[config.mk]
export PLATFORM = sky130hd
export DESIGN_NAME = shift_unit_seq
export DESIGN_NICKNAME = d
export VERILOG_FILES = /design/src/rtl/shift_unit_seq.sv
export SDC_FILE = /design/constraint.sdc
export NUM_CORES = 1
export LEC_CHECK = 0
export CORE_MARGIN = 4
export CORE_UTILIZATION = 35
export DETAILED_ROUTE_END_ITERATION = 7
export GPL_TIMING_DRIVEN = 0
export SLEW_MARGIN = 25
export SYNTH_ARGS = -nofsm -noshare
export SYNTH_HDL_FRONTEND = slang
export SYNTH_SLANG_ARGS = --single-unit
[constraint.sdc]
create_clock -name clk -period 1.8 [get_ports clk]
set_input_delay 0.27 -clock clk [delete_from_list [all_inputs] [get_ports clk]]
set_output_delay 0.27 -clock clk [all_outputs]
set_load 0.1 [all_outputs]
[src/rtl/shift_unit_seq.sv]
// Multicycle shift unit: one bit position per clock, start/done handshake.
// Define SHIFT_ROTATE_EN to build ROR/ROL; otherwise those codes act as NOP.
module shift_unit_seq #(
  parameter int WIDTH   = 32,
  parameter int SHAMT_W = 5
) (
  input  logic               clk,
  input  logic               reset,
  input  logic               start,
  input  logic [2:0]         ShiftOp,
  input  logic [WIDTH-1:0]   data_in,
  input  logic [SHAMT_W-1:0] shamt,
  output logic               busy,
  output logic               done,
  output logic [WIDTH-1:0]   result
);

  typedef enum logic [1:0] {IDLE, SHIFT, DONE} state_t;

  localparam logic [2:0] OP_NOP = 3'b000;
  localparam logic [2:0] OP_SLL = 3'b001;
  localparam logic [2:0] OP_SRL = 3'b010;
  localparam logic [2:0] OP_SRA = 3'b011;
`ifdef SHIFT_ROTATE_EN
  localparam logic [2:0] OP_ROR = 3'b100;
  localparam logic [2:0] OP_ROL = 3'b101;
`endif

  state_t             state, state_nx;
  logic [WIDTH-1:0]   sreg, sreg_step;
  logic [SHAMT_W-1:0] count;
  logic [2:0]         op;

  // Single-position step of the working register; unlisted codes hold.
  always_comb begin
    sreg_step = sreg;
    case (op)
      OP_SLL:  sreg_step = {sreg[WIDTH-2:0], 1'b0};
      OP_SRL:  sreg_step = {1'b0, sreg[WIDTH-1:1]};
      OP_SRA:  sreg_step = {sreg[WIDTH-1], sreg[WIDTH-1:1]};
`ifdef SHIFT_ROTATE_EN
      OP_ROR:  sreg_step = {sreg[0], sreg[WIDTH-1:1]};
      OP_ROL:  sreg_step = {sreg[WIDTH-2:0], sreg[WIDTH-1]};
`endif
      default: sreg_step = sreg;
    endcase
  end

  always_comb begin
    state_nx = state;
    busy     = 1'b0;
    done     = 1'b0;
    case (state)
      IDLE:  if (start) state_nx = SHIFT;
      SHIFT: begin
        busy = 1'b1;
        if (count == '0) state_nx = DONE;
      end
      DONE: begin
        busy     = 1'b1;
        done     = 1'b1;
        state_nx = IDLE;
      end
      default: state_nx = IDLE;
    endcase
  end

  always_ff @(posedge clk) begin
    if (reset) begin
      state  <= IDLE;
      sreg   <= '0;
      count  <= '0;
      op     <= OP_NOP;
      result <= '0;
    end else begin
      state <= state_nx;
      case (state)
        IDLE: if (start) begin
          sreg  <= data_in;
          count <= shamt;
          op    <= ShiftOp;
        end
        SHIFT: begin
          // result only moves on the final transition so it never shows partial shifts
          if (count != '0) begin
            sreg  <= sreg_step;
            count <= count - SHAMT_W'(1);
          end else begin
            result <= sreg;
          end
        end
        default: ;
      endcase
    end
  end

endmodule

==> results.ini <==
[clock_network]
cts_tree = built
cts_hold_buf = 0
numCtsBuffers = 9
cts_buffer_depth = 2
clkTransAtPathRegs_ns = 0.08
h-tree-depth = 3
insertion_delay_ns = 0.35
cts_sinks = 74
clock_tree.root_cell = clkbuf_8

[logic_synthesis]
synth_seq_area_share_pct = 41.5
synthCells = 458
ys_warn_count = 0
ys_types = 35
synth_top_area_cell = dfxtp_1
syn_avg_cell_area_um2 = 7.80
synth_area_um2 = 3570
synth.area.top_cells = dfxtp_1, nand2_1, mux2i_1
yosysTopAreaCellShare_pct = 41.5
synth_nets = 506
ys_seq_elements = 74

[sta]
hold_viol_final = 0
fmax_mhz = 576
fin_worst_skew_ns = 0.00762
worst_pin_slew_ns = 0.605
finalSetupViolCount = 0
drv_slew = 0
relSlewSlack_pct = 59.6
period_share_pct = 96.5
fin_tns_setup_ns = 0
fin_ws_ns = 0.0626
period_minus_slack_ns = 1.74

[floorplanning]
fp-row-count = 36
die_h_um = 109
core_um2 = 9860
start_util_pct = 36.2
die_w_um = 109
die-area_um2 = 11900
io_pins = 77

[routing]
via_per_inst = 5.16
drtIter0Drc = 154
drc = 0
wire_per_inst_um = 15.3
wl_um = 10600
drtAntennaViolNets = 0
firstDrtPassIters = 4
via_count = 3563

[grt]
busiest_layer = met2
grt_overflow_total = 0
track_usage_pct = 17.8
grtUsageMet2_pct = 27.9
grtUsageMet1_pct = 24.5
grt_pass1_wl_um = 16800
met3_usage_pct = 2.78
first_global_vias = 3407
antenna_found_initial = 0
grt_max_degree = 13

[setup_path]
crit_chain = inv_2, ha_4, or4b_4, nor2_4, buf_6, buf_6, nand2_1, a21oi_2
crit_path_end_kind = flop
cpMaxStageDelayCell = or4b_4
worstSetupStartpointType = flop
crit_top_cell = buf_6
cpPeakStageDelay_ns = 0.50
path_max_fanout = 10
arrival_ns = 2.01
crit_type = flop to flop
required_ns = 2.08

[finish]
layout_commonest_cell = nand2_1
drive_gt1_share_pct = 18.3
final_util_pct = 49.3
final_cell_mix = nand2_1, dfxtp_1, clkdlybuf4s50_1
layout.nets = 600
antenna_cells = 0
syn_to_final_growth_pct = 36.0
finish.instance_area_um2 = 4860

[placed_design]
hpwl_um = 7400
pre_cts_slack_ns = -0.298
io_buffers = 75
place_area_um2 = 4490
gp_congestion = 0.844

[pwr]
p_leak_nw = 1.85
peakVddDrop_mv = 0.477
powerDensity_nw_per_um2 = 1130
finalPower_mw = 5.48

[min_path]
min_path_type = flop to flop

[run_status]
outcome = complete, no violations

[job]
drv_cap = 0

[kinds of logic (layout without fill, tap and decap cells)]
kind of cell	Yosys count	in the layout	share of synthesized area, %
buffers and inverters	42	141	5.64
multiplexers	32	32	8.96
AND/OR/NAND/NOR	213	213	24.1
AO/OA/AOI/OAI	91	91	17.8
XOR/XNOR	1	1	0.245
adder cells (fa/ha/maj)	5	5	1.75
flip-flops	74	74	41.5
[Yosys cell counts, drive strengths merged]
library cell / n
clkinv: 1
nor2b: 1
nor2: 36
a32o: 1
nand2b: 1
or4b: 1
mux2i: 32
xnor2: 1
a211oi: 2
clkbuf: 20
and3: 2
nor4b: 1
o21a: 2
dfxtp: 74
nor3b: 2
buf: 16
o31ai: 1
nand3b: 1
a221oi: 1
a311oi: 2
a21oi: 46
a311o: 30
nand2: 162
and2b: 1
or4: 1
o21ai: 5
ha: 5
nand3: 4
o211ai: 1
inv: 5
[where the power goes]
| group | internal [mW] | switching, mW |
|---|---|---|
| registers | 1.86 | 0.247 |
| clock network | 0.815 | 0.631 |
| logic | 0.786 | 1.14 |
| total | 3.47 | 2.02 |
[timing repair]
item / in CTS / in global routing
setup buffers: 2 / 3
resized for setup: 110 / 53
gates cloned: 2 / 1
endpoints found under the setup margin: 98 / 80
pin swaps: 2 / 3
[sequential cells by signal, summed over array words and instances (netlist names)]
register and count:
result 32, count 5, state 2, op 3, sreg 32
[per-layer routing]
| metal | vias to the layer above | wire, µm |
|---|---|---|
| met5 | - | 0 |
| met2 | 101 | 4910 |
| met3 | 15 | 566 |
| met4 | 0 | 156 |
| met1 | 1694 | 4930 |
| li1 | 1753 | - |
[stage by stage]
stage / hold slack (ns) / cells
floorplan: 0.430 / 458
global placement: 0.444 / 666
detailed placement: 0.448 / 666
CTS: 0.460 / 686
global route: 0.483 / 690
finish: 0.456 / 690
[cell type report]
cell class,count,area [µm²]
Inverter,6,26.3
Sequential cell,74,1490
Fill cell,989,5000
Clock inverter,5,77.6
Multi-Input combinational cell,342,1980
Tap cell,133,166
Buffer,36,236
Clock buffer,11,141
Timing Repair Buffer,83,751
[worst max-delay path: cells and delay by family (launching register included)]
| family | cells | cell delay [ns] |
|---|---|---|
| AOI/OAI and AO/OA | 1 | 0.13 |
| adders and majority gates | 1 | 0.15 |
| buffers and inverters | 3 | 0.34 |
| and+or+nand+nor | 3 | 0.71 |
| DFF | 1 | 0.33 |
[path summary, 6_finish.rpt]
check	start	slack [ns]	cells past startpoint	endpoint
worst max-delay path	count[0]	0.06	8	result[8]
worst min-delay path	result[12]	0.46	2	result[12]
worst max register to register	count[0]	0.06	8	result[8]
worst min register to register	result[12]	0.46	2	result[12]
Power figures use the tool's default switching activity.
